==> src/rtl/huff_code_gen.sv <==
// huff_code_gen: Huffman code generator.
// Takes N symbol counts in one handshake. It builds the Huffman tree one merge
// per cycle. Ties are broken by (weight, id), and merged nodes carry ids N, N+1, ...
// It then assigns canonical codes one symbol per cycle, in (len, index) order.
// Ports:
//   clk, reset              clock, synchronous active-high reset
//   in_valid/in_ready       count handshake; in_ready only while idle
//   cnt_i [N*W]             counts, symbol k at [k*W +: W]
//   out_valid/out_ready     result handshake; results held until accepted
//   code_o/mask_o [N*L]     right-aligned canonical code and len-LSB mask per symbol
//   len_o [N*LW]            code length per symbol
//   err_o [2]               bit0: all counts zero, bit1: a length exceeded L
module huff_code_gen #(
  parameter int N  = 6,
  parameter int W  = 8,
  parameter int L  = 8,
  parameter int LW = $clog2(L+1)
) (
  input  logic            clk,
  input  logic            reset,
  input  logic            in_valid,
  output logic            in_ready,
  input  logic [N*W-1:0]  cnt_i,
  output logic            out_valid,
  input  logic            out_ready,
  output logic [N*L-1:0]  code_o,
  output logic [N*L-1:0]  mask_o,
  output logic [N*LW-1:0] len_o,
  output logic [1:0]      err_o
);
  localparam int WW = W + $clog2(N);  // merged weight never overflows
  localparam int IW = $clog2(2*N);    // node ids 0 .. 2N-2
  localparam int CW = $clog2(N) + 1;  // raw tree depth, up to N-1
  localparam int SW = (N > 1) ? $clog2(N) : 1;

  typedef enum logic [2:0] {IDLE, MERGE, LEN_CHK, CANON, DONE} state_t;
  state_t state, state_n;

  // Node slots: a merge writes the combined node into the slot of the
  // smaller node and frees the other slot, so N slots are enough.
  logic [N-1:0][WW-1:0] wt;
  logic [N-1:0][IW-1:0] nid;
  logic [N-1:0][N-1:0]  mem;
  logic [N-1:0]         live;
  logic [N-1:0][CW-1:0] lens;
  logic [N-1:0]         placed;
  logic [IW-1:0]        midx;
  logic [L-1:0]         prev_code;
  logic [CW-1:0]        prev_len;
  logic                 first;

  logic [SW-1:0] a, b, s;
  logic          a_ok, b_ok, s_ok;
  logic [SW:0]   n_live, n_rem;
  logic          over;
  logic [N-1:0]  mu;
  logic [L-1:0]  c_code, c_mask;

  // Two smallest live nodes by (weight, id).
  always_comb begin
    a = '0; b = '0; a_ok = 1'b0; b_ok = 1'b0; n_live = '0;
    for (int i = 0; i < N; i++)
      if (live[i]) begin
        n_live = n_live + (SW+1)'(1);
        if (!a_ok || {wt[i], nid[i]} < {wt[a], nid[a]}) begin
          a = SW'(i); a_ok = 1'b1;
        end
      end
    for (int i = 0; i < N; i++)
      if (live[i] && SW'(i) != a && (!b_ok || {wt[i], nid[i]} < {wt[b], nid[b]})) begin
        b = SW'(i); b_ok = 1'b1;
      end
    mu = mem[a] | mem[b];
  end

  // Next symbol for canonical assignment and length-overflow detection.
  always_comb begin
    s = '0; s_ok = 1'b0; n_rem = '0; over = 1'b0;
    for (int i = 0; i < N; i++) begin
      if (32'(lens[i]) > L) over = 1'b1;
      if (lens[i] != '0 && !placed[i]) begin
        n_rem = n_rem + (SW+1)'(1);
        // ascending scan with strict '<' keeps the lower index on equal length
        if (!s_ok || lens[i] < lens[s]) begin
          s = SW'(i); s_ok = 1'b1;
        end
      end
    end
    c_code = first ? '0 : (prev_code + L'(1)) << (lens[s] - prev_len);
    c_mask = ~({L{1'b1}} << lens[s]);
  end

  always_ff @(posedge clk) begin
    if (reset) state <= IDLE;
    else       state <= state_n;
  end

  always_comb begin
    state_n = state;
    case (state)
      IDLE:    if (in_valid) state_n = MERGE;
      MERGE:   if (n_live == '0) state_n = DONE;
               else if (n_live == (SW+1)'(1)) state_n = LEN_CHK;
      LEN_CHK: state_n = over ? DONE : CANON;
      CANON:   if (n_rem <= (SW+1)'(1)) state_n = DONE;
      DONE:    if (out_ready) state_n = IDLE;
      default: state_n = IDLE;
    endcase
  end

  assign in_ready  = (state == IDLE);
  assign out_valid = (state == DONE);

  always_ff @(posedge clk) begin
    if (reset) begin
      wt <= '0; nid <= '0; mem <= '0; live <= '0; lens <= '0; placed <= '0;
      midx <= '0; prev_code <= '0; prev_len <= '0; first <= 1'b1;
      code_o <= '0; mask_o <= '0; len_o <= '0; err_o <= '0;
    end else begin
      case (state)
        IDLE: if (in_valid) begin
          for (int k = 0; k < N; k++) begin
            wt[k]   <= WW'(cnt_i[k*W +: W]);
            nid[k]  <= IW'(k);
            mem[k]  <= N'(1) << k;
            live[k] <= (cnt_i[k*W +: W] != '0);
          end
          lens <= '0; placed <= '0; midx <= '0; first <= 1'b1;
          code_o <= '0; mask_o <= '0; len_o <= '0; err_o <= '0;
        end
        MERGE: begin
          if (n_live > (SW+1)'(1)) begin
            wt[a]   <= wt[a] + wt[b];
            nid[a]  <= IW'(N) + midx;
            mem[a]  <= mu;
            live[b] <= 1'b0;
            midx    <= midx + IW'(1);
            for (int k = 0; k < N; k++)
              if (mu[k]) lens[k] <= lens[k] + CW'(1);
          end else if (n_live == '0) begin
            err_o[0] <= 1'b1;
          end else if (midx == '0) begin
            // a lone symbol still needs one bit
            for (int k = 0; k < N; k++)
              if (mem[a][k]) lens[k] <= CW'(1);
          end
        end
        LEN_CHK: if (over) err_o[1] <= 1'b1;
        CANON: if (s_ok) begin
          code_o[s*L +: L]  <= c_code;
          mask_o[s*L +: L]  <= c_mask;
          len_o[s*LW +: LW] <= LW'(lens[s]);
          prev_code <= c_code;
          prev_len  <= lens[s];
          first     <= 1'b0;
          placed[s] <= 1'b1;
        end
        default: ;
      endcase
    end
  end
endmodule

==> config.mk <==
export PLATFORM = sky130hd
export DESIGN_NAME = huff_code_gen
export DESIGN_NICKNAME = d
export VERILOG_FILES = /design/src/rtl/huff_code_gen.sv
export SDC_FILE = /design/constraint.sdc
export NUM_CORES = 1
export LEC_CHECK = 0
export BUFFER_PORTS_ARGS = -buffer_cell sky130_fd_sc_hd__clkbuf_2
export CAP_MARGIN = 20
export CELL_PAD_IN_SITES_DETAIL_PLACEMENT = 1
export CELL_PAD_IN_SITES_GLOBAL_PLACEMENT = 2
export CORE_ASPECT_RATIO = 0.9
export CORE_UTILIZATION = 36
export DETAILED_ROUTE_END_ITERATION = 7
export PLACE_DENSITY_LB_ADDON = 0.1
export SETUP_SLACK_MARGIN = 0.2
export SLEW_MARGIN = 20
export SYNTH_ARGS = -nofsm -noshare
export SYNTH_HDL_FRONTEND = slang
export SYNTH_SLANG_ARGS = --single-unit
==> constraint.sdc <==
create_clock -name clk -period 35.8 [get_ports clk]
set_clock_uncertainty 0.2 [all_clocks]
set_input_delay 7.16 -clock clk [delete_from_list [all_inputs] [get_ports clk]]
set_output_delay 7.16 -clock clk [all_outputs]
set_load 0.02 [all_outputs]
---- Yosys cells after proc, flatten, opt, wreduce, memory -nomap -nowiden ----
Cells that the tools add are included.
Widths: inputs -> output; s select.
word-level totals
  flip-flop bits (word level) ............. 304
  logic and storage cells ................. 424
  output and inout port bits .............. 124
cells by class
  shift-type cells ........................ 7
  equal/unequal tests ..................... 33
  reductions and logical operators ........ 87
  bitwise operators ....................... 5
  add/sub/neg operators ................... 23
  magnitude comparators ................... 40
  multiplexer cells ....................... 193
operators by type and width
  cell                     count
  $bmux 11 s3              10
  $pmux 48 s2              2
  $mux 24                  7
  $bmux 4 s3               13
  $mux 4                   38
  $mux 48                  3
  $pmux 24 s2              3
  $lt 15x15->1             9
  $mux 66                  2
  $pmux 66 s2              1
  $mux 11                  11
  $bwmux 48                2
  $shiftx 8x34->48         2
  $mux 3                   26
  $mux 36                  2
  $pmux 36 s2              1
  $add 4x1->4 const B      17
  $bwmux 66                1
  $lt 3x4->1 const B       15
  $bwmux 24                2
  $reduce_bool 8->1        6
  $shift 8x34->48 const A  1
  $mux 1                   45
  $ne 3x3->1 const B       15
  other kinds (53)         154

---- Logic depth before layout (Yosys ltp) ----
Gate-level depths: netlist (run 1).
  depth in word-level cells ............... 68
  mapped depth ............................ 142
  mapped depth without buffers ............ 125

---- Worst setup path before layout (run 1) ----
No wires, ideal clock.
  path type ............................... reg2reg
  from .................................... register wt[0] (netlist bit)
  to ...................................... register wt[10] (netlist bit)
  cell stages (with the launch flop) ...... 138
  setup time .............................. 0.130 ns
  buffers on the path ..................... 21
  slack ................................... 8.074 ns
  data arrival time ....................... 27.396 ns
  period minus slack after synthesis ...... 27.726 ns
  data required time ...................... 35.470 ns
  cells stage by stage .................... dfxtp_1 inv_1 ha_1 a21o_1 a221o_1 a41oi_1 o21ai_0 nand2b_1 clkbuf_1 buf_1 mux2i_1 ha_1 nand3_1 nor4b_2 o21ai_0 and2_1 a21oi_1 clkbuf_1 (+102 left out) buf_2 nand2_1 clkbuf_1 a21oi_1 ha_1 fa_1 a21o_1 a21o_1 a21oi_1 nor2_1 nor2_1 o21bai_1 a21oi_1 o21bai_1 a21oi_1 xnor2_1 xnor2_1 o31ai_1
between the ends
  cells in the longest elaborated chain, start to end .. 65
ends and longest elaborated chain
  what                                                            RTL line  source
  start: declaration                                              41        logic [N-1:0][WW-1:0] wt;
  start signal: indexed assignment                                123       wt[k] <= WW'(cnt_i[k*W +: W]);
  start signal: indexed assignment                                133       wt[a] <= wt[a] + wt[b];
  $lt 15x15->1                                                    65, 70
  $logic_or 1x1->1                                                65        if (!a_ok || {wt[i], nid[i]} < {wt[a], nid[a]}) begin
  $mux 1                                                          65
  $mux 1                                                          63        if (live[i]) begin
  $bmux 4 s3 / $bmux 11 s3 (equally long branches)                65
  $mux 4 (not written as such) / $mux 11 (equally long branches)  65
  $lt 15x15->1                                                    65
  $logic_or 1x1->1                                                65
  (+49 left out)                                                  n/a
  $logic_and 1x1->1                                               70        if (live[i] && SW'(i) != a && (!b_ok || {wt[i], nid[i]} < {wt[b], nid[b]})) begin
  $mux 3                                                          70
  $bmux 11 s3                                                     133
  $mux 11 (not written as such)                                   133
  $add 11x11->11                                                  133
  $bwmux 66 (*)                                                   133
  $mux 66 (*)                                                     132       if (n_live > (SW+1)'(1)) begin
  $pmux 66 s2 (*)                                                 120       case (state)
Mark *: on every way between the ends. The rest lies on a longest branch, timed or not. The select of a mux whose other input is x is not followed.
A chain may end at the register's enable or synchronous reset.

---- Final worst setup path (run 1) ----
Ends and elaborated chain as after synthesis.

==> results of run 1 <==
layout make-up:
cell class / count / area [um^2] / area share [%]
flip-flops and latches: 298 / 5970 / 24.7
well taps: 765 / 957 / 3.96
multi-input cells: 2188 / 14100 / 58.5
inverters: 95 / 357 / 1.47
repair buffers: 239 / 1380 / 5.71
clock inverters: 19 / 327 / 1.35
clock buffers: 49 / 1050 / 4.35
logic make-up (layout without fill, tap and decap cells):
group | Yosys count | in the layout | share of synthesized area, %
XOR/XNOR | 28 | 28 | 1.16
adder cells (fa/ha/maj) | 185 | 185 | 11.1
buffers and inverters | 264 | 402 | 4.91
multiplexers | 102 | 102 | 4.95
AO/OA/AOI/OAI | 851 | 851 | 27.4
AND/OR/NAND/NOR | 1022 | 1022 | 22.2
flip-flops | 298 | 298 | 28.3
how the worst max path moves through the flow:
stage | from | to | slack, ps
4_1_cts | wt[0]$_SDFFE_PP0P_ | wt[21]$_SDFFE_PP0P_ | 3850
6_report | wt[0]$_SDFFE_PP0P_ | wt[10]$_SDFFE_PP0P_ | 3330
3_5_place_dp | wt[0]$_SDFFE_PP0P_ | wt[21]$_SDFFE_PP0P_ | 3990
5_1_grt | wt[0]$_SDFFE_PP0P_ | wt[10]$_SDFFE_PP0P_ | 1940
3_3_place_gp | wt[0]$_SDFFE_PP0P_ | wt[21]$_SDFFE_PP0P_ | 4520
2_1_floorplan | wt[0]$_SDFFE_PP0P_ | wt[10]$_SDFFE_PP0P_ | 8070
critical path: cells and delay by family, from the launching register on:
family | cells | cell delay, ps
AOI/OAI and AO/OA | 72 | 18250
xor gates and xnor gates | 2 | 600
adders and majority gates | 11 | 3440
buffers and inverters | 7 | 2030
DFF | 1 | 550
muxes | 3 | 1260
and+or+nand+nor | 26 | 5800
stage by stage:
| stage | util, % | area (um^2) |
|---|---|---|
| after floorplan | - | 21100 |
| after global placement | 39.6 | 22800 |
| after detailed placement | 39.7 | 22800 |
| after CTS | 42.1 | 24200 |
| after global routing | 42.1 | 24200 |
| final | 42.1 | 24200 |
cells in the final DEF (no fill, tap or decap), drive strengths merged, types with 58 or more instances in the layout:
cell and instances:
nor2 348, nand2 313, dfxtp 298, clkbuf 223, a21oi 210, ha 183, o21ai 168, inv 96
mux2i 85, nand3 82, buf 65, a211oi 64, a21o 63, nor3 58
registers in the layout, indices dropped and copies added, names as in the netlist:
register / count
prev_code: 8
first: 1
wt: 66
code_o: 48
mem: 36
state: 3
err_o: 2
placed: 6
mask_o: 48
lens: 24
live: 6
prev_len: 4
len_o: 18
nid: 24
midx: 4
routing by layer:
| layer | up-vias | routed length [um] |
|---|---|---|
| met3 | 128 | 9840 |
| met4 | 2 | 2070 |
| met5 | - | 13 |
| li1 | 10314 | - |
| met2 | 965 | 43900 |
| met1 | 11657 | 50800 |
==> run summary, run 1 <==
==================================================================================
Hold buffer count at CTS                                                         0
Dominant cell by count in the synthesized netlist                           nor2_1
Peak clock frequency supported by timing                                0.0308 GHz
Maximum root-to-sink buffer count                                                3
Reg2Reg Setup Slack                                                        3330 ps
Class of the tightest hold or removal check                             reg -> reg
Clock period minus worst slack                                            32470 ps
Fin Setup TNS                                                                 0 ps
Run status                                                            finished clean
CTS tree                                                                     built
Mean post-synth cell area                                                7.66 um^2
Maximum number of pins on one net before global-route repair                    74
Total number of nets in the final design                                      3096
Initial antenna violation count                                                  3
Type of the worst setup path                                            reg -> reg
Top cells by area, synth                                              dfxtp_1 (28%), ha_1 (11%), nor2_1 (6.2%)
Total instance count after detailed placement                                 3584
Count of warnings emitted by yosys                                               0
Setup-failing EPs final                                                          0
Final Hold Vio Count                                                             0
Number of buffers created by CTS                                                37
Worst Path Required                                                       36010 ps
Total routing resource utilization after global routing                      34.9%
Worst min-delay path startpoint                                       mask_o[29]$_SDFFE_PP0P_
Non-filler cells in the finished layout                                       3653
Number of flops mapped to enable cells by yosys                                  0
Area growth syn-to-layout                                                    14.8%
Global route total overflow                                                      0
Clock latency of the later-clocked register in the worst-skew pair          590 ps
Global-route wire length before repair                                   155000 um
RSZ-0062 raised after global routing                                         false
Die height                                                                  231 um
Count of nets left with antenna violations after detail routing                  0
First-pass iteration count of the detailed router                                5
Critical path capture point type                                              flop
Setup Slack @ Placement                                                    3990 ps
CTS Root Cell                                                            clkbuf_16
GR Layer Usage met2                                                          50.6%
Crit-path max cell delay                                                    910 ps
Ys async rst share                                                              0%
Period Utilization, post-route                                               90.7%
Clock-pin slew on the worst setup and hold paths                             60 ps
Via count of the first global-routing pass                                   22353
Highest-delay cell along the critical path                                 mux2i_1
Cells after synthesis                                                         2750
Pin slew with the least headroom to its limit                              1160 ps
Worst flop-to-flop path endpoint                                      wt[10]$_SDFFE_PP0P_
Top cell type's share of synthesized area                                    28.3%
Maximum level of the CTS H-tree                                                  2
Register area share after synthesis                                          28.3%
Count of different cell masters after synthesis                                 92
Terminating pin of the worst hold path                                mask_o[29]$_SDFFE_PP0P_
Worst EP arrival                                                          32680 ps
Starting density of the core                                                 36.7%
DRT iter0 DRCs                                                                2210
Die Width                                                                   257 um
Worst reg-to-reg path cell count                                               121
Total of flip-flops plus latches after synthesis                               298
Synthesized area                                                        21100 um^2
Max Transition Viols Final                                                       0
Predominant post-synthesis flop cell                                       dfxtp_1
IO Port Bufs                                                                   175
Final worst hold slack                                                      242 ps
Placed wire-length estimate after detailed placement                      82800 um
Global Route met1 Usage                                                      51.7%
Detail-routed net length per standard cell                                 29.2 um
Peak-usage layer in the global routing report                                 met1
Final critical-path setup slack                                            3330 ps
Total number of placement rows                                                  83
Core Footprint                                                          57400 um^2
Most frequent cells after synthesis                                   nor2_1 (348), nand2_1 (313), dfxtp_1 (298)
Post-CTS setup buffer count                                                      0
Filler cells                                                                  6939
Via Count                                                                    23066
Crit Reg-Reg Startpoint                                               wt[0]$_SDFFE_PP0P_
Max cap viols                                                                    0
CTS sink count                                                                 298
Met3 GRT Util                                                                7.90%
Placer's final routability congestion estimate                                1.02
Total wirelength of the detailed-routed design                           107000 um
Number of gates resized after CTS                                                0
Remaining DRCs                                                                   0
Antenna diode count                                                              0
Kind of start point of the critical path                                      flop
Crit path max fanout                                                            33
Cell type contributing the most total cell area after synthesis            dfxtp_1
Hold Path Stages                                                                 2
Via density per instance                                                      6.31
Overall die area                                                        59500 um^2
Cell occurring most often along the worst timing path                       a21o_1
Top Ports                                                                      176
Share of final-layout standard cells stronger than drive strength 1          13.1%
Headroom to the max-slew limit                                               22.6%
Net count of the mapped netlist                                               2987
==================================================================================
Power of run 1 is left out: the tool's default activity adds up to more than one toggle a clock period on the data nets, which glitch-free logic cannot reach.
==> run 2: changes to the inputs <==
==> constraint.sdc (replaced) <==
create_clock -name clk -period 35.8 [get_ports clk]
set_clock_uncertainty 0.2 [all_clocks]
set_input_delay 1.79 -clock clk [delete_from_list [all_inputs] [get_ports clk]]
set_output_delay 1.79 -clock clk [all_outputs]
set_load 0.02 [all_outputs]
==> run 2 against run 1 <==
- final cell count is essentially flat
- design area shrank 0.33%
- critical path depth grew 8
- via count shrank 0.45%
- utilization shrank 0.14 points
- die area is the same
- flip-flop and latch count is the same
- first-iteration DRC count shrank 3.9%
==> run summary, run 2 (synthesized netlist as in run 1, its figures left out) <==
====================================================================================
Run status                                                              finished clean
Worst Path Required                                                         36050 ps   +40 ps
Maximum level of the CTS H-tree                                                    2   unchanged
Die Width                                                                     257 um   unchanged
CTS Root Cell                                                              clkbuf_16
Total number of placement rows                                                    83   unchanged
Core Footprint                                                            57400 um^2   unchanged
Via Count                                                                      22962   -0.45%
Final Hold Vio Count                                                               0   unchanged
Highest-delay cell along the critical path                                   mux2i_1
Clock-pin slew on the worst setup and hold paths                               60 ps   about the same
Critical path capture point type                                                flop
Total number of nets in the final design                                        3098   +0.065%
DRT iter0 DRCs                                                                  2124   -3.9%
Share of final-layout standard cells stronger than drive strength 1            13.0%   -0.044 points
Total routing resource utilization after global routing                        35.0%   +0.10 points
Maximum number of pins on one net before global-route repair                      74   unchanged
Max Transition Viols Final                                                         0   unchanged
Largest register FFs                                                              66   unchanged
Detail-routed net length per standard cell                                   29.2 um   +0.19%
Peak clock frequency supported by timing                                  0.0309 GHz   +0.21%
Worst EP arrival                                                            32650 ps   -30 ps
Fin Setup TNS                                                                   0 ps   unchanged
First-pass iteration count of the detailed router                                  5   unchanged
Clock period minus worst slack                                              32400 ps   -68.0 ps
IO Port Bufs                                                                     175   unchanged
Global route total overflow                                                        0   unchanged
Total instance count after detailed placement                                   3585   +0.028%
Placed wire-length estimate after detailed placement                        83100 um   +0.32%
Crit-path max cell delay                                                      910 ps   about the same
Top reg by flops                                                                  wt
Max cap viols                                                                      0   unchanged
Kind of cell adding the most delay to the critical path                 compound AO/OA/AOI/OAI gates
Logic depth of the worst setup path including buffers                            129   +6.6%
CTS tree                                                                       built
Crit path max fanout                                                              33   unchanged
Via density per instance                                                        6.28   -0.51%
Period Utilization, post-route                                                 90.5%   -0.19 points
Number of gates resized after CTS                                                  0   unchanged
Setup-failing EPs final                                                            0   unchanged
Most frequent cells in the layout                                       nor2_1 (344), nand2_1 (312), dfxtp_1 (298)
RSZ-0062 raised after global routing                                           false
Placer's final routability congestion estimate                                  1.01   -0.64%
Biggest regs                                                            wt x66, code_o x48, mask_o x48
Cell occurring most often along the worst timing path                         a21o_1
Post-CTS setup buffer count                                                        0   unchanged
Class of the tightest hold or removal check                               reg -> reg
Via count of the first global-routing pass                                     22562   +0.93%
Die height                                                                    231 um   unchanged
Hold buffer count at CTS                                                           0   unchanged
Global-route wire length before repair                                     155000 um   +0.35%
Type of the worst setup path                                              reg -> reg
Starting density of the core                                                   36.7%   unchanged
Antenna diode count                                                                0   unchanged
Filler cells                                                                    7013   +1.1%
Count of nets left with antenna violations after detail routing                    0   unchanged
Count of buffering cells on the critical path with inverters included              7   unchanged
Area growth syn-to-layout                                                      14.5%
Overall die area                                                          59500 um^2   unchanged
Worst reg-to-reg path cell count                                                 129   +6.6%
Top Ports                                                                        176   unchanged
Maximum root-to-sink buffer count                                                  3   unchanged
Hold Path Stages                                                                   2   unchanged
Most common cell after layout, fill and taps aside                            nor2_1
Kind of start point of the critical path                                        flop
Non-filler cells in the finished layout                                         3655   +0.055%
Clock latency of the later-clocked register in the worst-skew pair            610 ps   +20 ps
Pin slew with the least headroom to its limit                                1120 ps   -31.5 ps
Remaining DRCs                                                                     0   unchanged
Headroom to the max-slew limit                                                 22.9%   +0.24 points
Initial antenna violation count                                                    4   +1
CTS sink count                                                                   298   unchanged
Number of buffers created by CTS                                                  38   +2.7%
Total wirelength of the detailed-routed design                             107000 um   +0.25%
====================================================================================
[run 2: metal layers]
metal	GRT usage [%]	part of all wire, %	up-vias
met4	9.41	2.6	0
met3	7.09	9.1	163
li1	-	-	10308
met2	50.4	41	964
met5	0	0	-
met1	52.0	48	11527
[run 2: path summary, 6_finish.rpt]
check	from	slack [ps]	endpoint
setup / recovery	wt[0]$_SDFFE_PP0P_	3400	wt[21]$_SDFFE_PP0P_
hold / removal	mask_o[29]$_SDFFE_PP0P_	240	mask_o[29]$_SDFFE_PP0P_
setup reg to reg	wt[0]$_SDFFE_PP0P_	3400	wt[21]$_SDFFE_PP0P_
hold reg to reg	mask_o[29]$_SDFFE_PP0P_	240	mask_o[29]$_SDFFE_PP0P_
[run 2: cell type report]
type / instances / area (um^2) / share of cell area (%)
multi-input cells: 2188 / 14100 / 58.7
flip-flops and latches: 298 / 5970 / 24.7
repair buffers: 240 / 1390 / 5.76
clock buffers: 51 / 1060 / 4.40
well taps: 765 / 957 / 3.97
inverters: 95 / 357 / 1.48
clock inverters: 18 / 231 / 0.960
[run 2: tightest hold or removal path: cells and delay by family, from the launching register on]
kind / cells / cell delay, ps
DFF: 1 / 310
and+or+nand+nor: 2 / 90
[run 2: per-stage QoR]
stage	cell area, um^2	hold WS, ps	worst slack [ps]	utilization, %
global route	24100	270	1760	42.0
global placement	22800	235	4500	39.7
finish	24100	240	3400	42.0
CTS	24100	245	3840	41.9
floorplan	21100	231	8070	-
detailed placement	22800	237	4000	39.7
Power of run 2 is left out for the same reason.
==> run 3: changes to the inputs <==
- CAP_MARGIN: 20 -> 25
- PLACE_DENSITY: not set -> 0.85
- PLACE_DENSITY_LB_ADDON: 0.1 -> not set
- SKIP_LAST_GASP: not set -> 1
==> run 3 against run 2 <==
- critical path depth down 11
- non-clock buffer count down 8
- flip-flop and latch count unchanged
- design area down 0.55%
- utilization down 0.23 points
- register-to-register slack better by 20 ps
- via count down 0.83%
- sequential share of layout area up 0.14 points
- hold slack better by 20 ps
- die area unchanged
- worst setup slack better by 16 ps
- wire length down 7.1%
- critical path type unchanged
==> run summary, run 3 (synthesized netlist as in run 1, its figures left out) <==
====================================================================================
Worst flop-to-flop path endpoint                                        wt[9]$_SDFFE_PP0P_
Total number of placement rows                                                    83   unchanged
Max Transition Viols Final                                                         0   unchanged
Run status                                                              finished clean
Kind of start point of the critical path                                        flop
RSZ-0062 raised after global routing                                           false
Hold Path Stages                                                                   2   unchanged
Highest routing layer actually used                                             met5
Peak clock frequency supported by timing                                  0.0309 GHz   about the same
Sum of routed wire segments on met1                                         45400 um   -11%
Terminating pin of the worst hold path                                  len_o[18]$_SDFFE_PP0P_
Most common cell after layout, fill and taps aside                            nor2_1
Period Utilization, post-route                                                 90.5%   about the same
Via Count                                                                      22772   -0.83%
Placer's final routability congestion estimate                                 0.992   -1.8%
Global-route wire length before repair                                     147000 um   -5.4%
Reg2Reg Setup Slack                                                          3420 ps   +20 ps
Headroom to the max-slew limit                                                 13.8%   -9.1 points
Clock period minus worst slack                                              32380 ps   -16.0 ps
First-pass iteration count of the detailed router                                  5   unchanged
Met3 WL post-DR                                                             10100 um   +4.9%
Initial antenna violation count                                                    1   -3
CTS Root Cell                                                              clkbuf_16
Crit path max fanout                                                              28   -15%
Area growth syn-to-layout                                                      13.8%
Hold buffer count at CTS                                                           0   unchanged
Worst min-delay path startpoint                                         len_o[18]$_SDFFE_PP0P_
Worst Path Required                                                         36050 ps   about the same
Total instance count after detailed placement                                   3576   -0.25%
Maximum level of the CTS H-tree                                                    2   unchanged
Fin Setup TNS                                                                   0 ps   unchanged
Kind of cell adding the most delay to the critical path                 compound AO/OA/AOI/OAI gates
Max cap viols                                                                      0   unchanged
Count of buffering cells on the critical path with inverters included              5   -2
Starting density of the core                                                   36.7%   unchanged
Number of gates resized after CTS                                                  0   unchanged
Maximum root-to-sink buffer count                                                  3   unchanged
Cell occurring most often along the worst timing path                         a21o_1
Worst reg-to-reg path cell count                                                 118   -8.5%
Crit Reg-Reg Startpoint                                                 wt[0]$_SDFFE_PP0P_
Total number of nets in the final design                                        3089   -0.29%
Crit-path max cell delay                                                     1070 ps   +160 ps
Clock latency of the later-clocked register in the worst-skew pair            580 ps   -30 ps
Clock-pin slew on the worst setup and hold paths                               70 ps   about the same
Pin slew with the least headroom to its limit                                1290 ps   +169 ps
Final Hold Vio Count                                                               0   unchanged
DR WL met2                                                                  41000 um   -5.5%
Top reg by flops                                                                  wt
Biggest regs                                                            wt x66, code_o x48, mask_o x48
Maximum number of pins on one net before global-route repair                      72   -2.7%
Type of the worst setup path                                              reg -> reg
Critical path capture point type                                                flop
IO Port Bufs                                                                     175   unchanged
Number of buffers created by CTS                                                  37   -2.6%
Non-filler cells in the finished layout                                         3645   -0.27%
Worst EP arrival                                                            32630 ps   -20 ps
DRT iter0 DRCs                                                                  2101   -1.1%
Filler cells                                                                    7014   +0.014%
Detail-routed net length per standard cell                                   27.2 um   -6.8%
Placed wire-length estimate after detailed placement                        77400 um   -6.8%
Setup-failing EPs final                                                            0   unchanged
Setup Slack @ Placement                                                      4310 ps   +312 ps
Die Width                                                                     257 um   unchanged
Highest-delay cell along the critical path                                  a221oi_1
CTS tree                                                                       built
Remaining DRCs                                                                     0   unchanged
Share of final-layout standard cells stronger than drive strength 1            12.6%   -0.47 points
Via density per instance                                                        6.25   -0.56%
Via count of the first global-routing pass                                     22450   -0.50%
Count of nets left with antenna violations after detail routing                    0   unchanged
Global route total overflow                                                        0   unchanged
Most frequent cells in the layout                                       nor2_1 (346), nand2_1 (312), dfxtp_1 (298)
Overall die area                                                          59500 um^2   unchanged
Largest register FFs                                                              66   unchanged
Core Footprint                                                            57400 um^2   unchanged
Die height                                                                    231 um   unchanged
Final critical-path setup slack                                              3420 ps   +16.0 ps
CTS sink count                                                                   298   unchanged
Class of the tightest hold or removal check                               reg -> reg
Top Ports                                                                        176   unchanged
Post-CTS setup buffer count                                                        0   unchanged
Total wirelength of the detailed-routed design                              99300 um   -7.1%
Total routing resource utilization after global routing                        32.6%   -2.4 points
====================================================================================
[run 3: metrics by stage]
stage	hold slack [ps]	instance area, um^2	utilization (%)
2_1_floorplan	231	21100	-
3_3_place_gp	228	22700	39.5
3_5_place_dp	247	22700	39.5
4_1_cts	265	24000	41.7
5_1_grt	280	24000	41.7
6_report	259	24000	41.7
[run 3: final cells by class]
type | count | area (um^2) | area share, %
clock buffer | 51 | 1060 | 4.42
inverter | 95 | 357 | 1.49
multi-input combinational | 2188 | 14100 | 59.0
tap | 765 | 957 | 3.99
sequential | 298 | 5970 | 24.9
timing repair buffer | 232 | 1310 | 5.46
clock inverter | 14 | 185 | 0.772
antenna | 2 | 5.00 | 0.0209
[run 3: worst max path at each step]
| stage | from | endpoint | slack [ps] | cells past startpoint |
|---|---|---|---|---|
| CTS | wt[0]$_SDFFE_PP0P_ | wt[9]$_SDFFE_PP0P_ | 4200 | 118 |
| detailed placement | wt[0]$_SDFFE_PP0P_ | wt[9]$_SDFFE_PP0P_ | 4310 | 118 |
| global placement | wt[0]$_SDFFE_PP0P_ | wt[43]$_SDFFE_PP0P_ | 5090 | 117 |
| floorplan | wt[0]$_SDFFE_PP0P_ | wt[10]$_SDFFE_PP0P_ | 8070 | 137 |
| finish | wt[0]$_SDFFE_PP0P_ | wt[9]$_SDFFE_PP0P_ | 3420 | 118 |
| global route | wt[0]$_SDFFE_PP0P_ | wt[43]$_SDFFE_PP0P_ | 1660 | 119 |
[run 3: worst min-delay path, delay by kind of cell (launching register included)]
kind	cells	cell delay, ps
DFF	1	330
and+or+nand+nor	1	50
AOI/OAI and AO/OA	1	50
[run 3: routing by layer]
metal	GRT usage (%)	vias up
met1	46.0	11356
met2	48.0	955
met5	0	-
li1	-	10312
met3	8.71	147
met4	9.51	2
Power of run 3 is left out for the same reason.
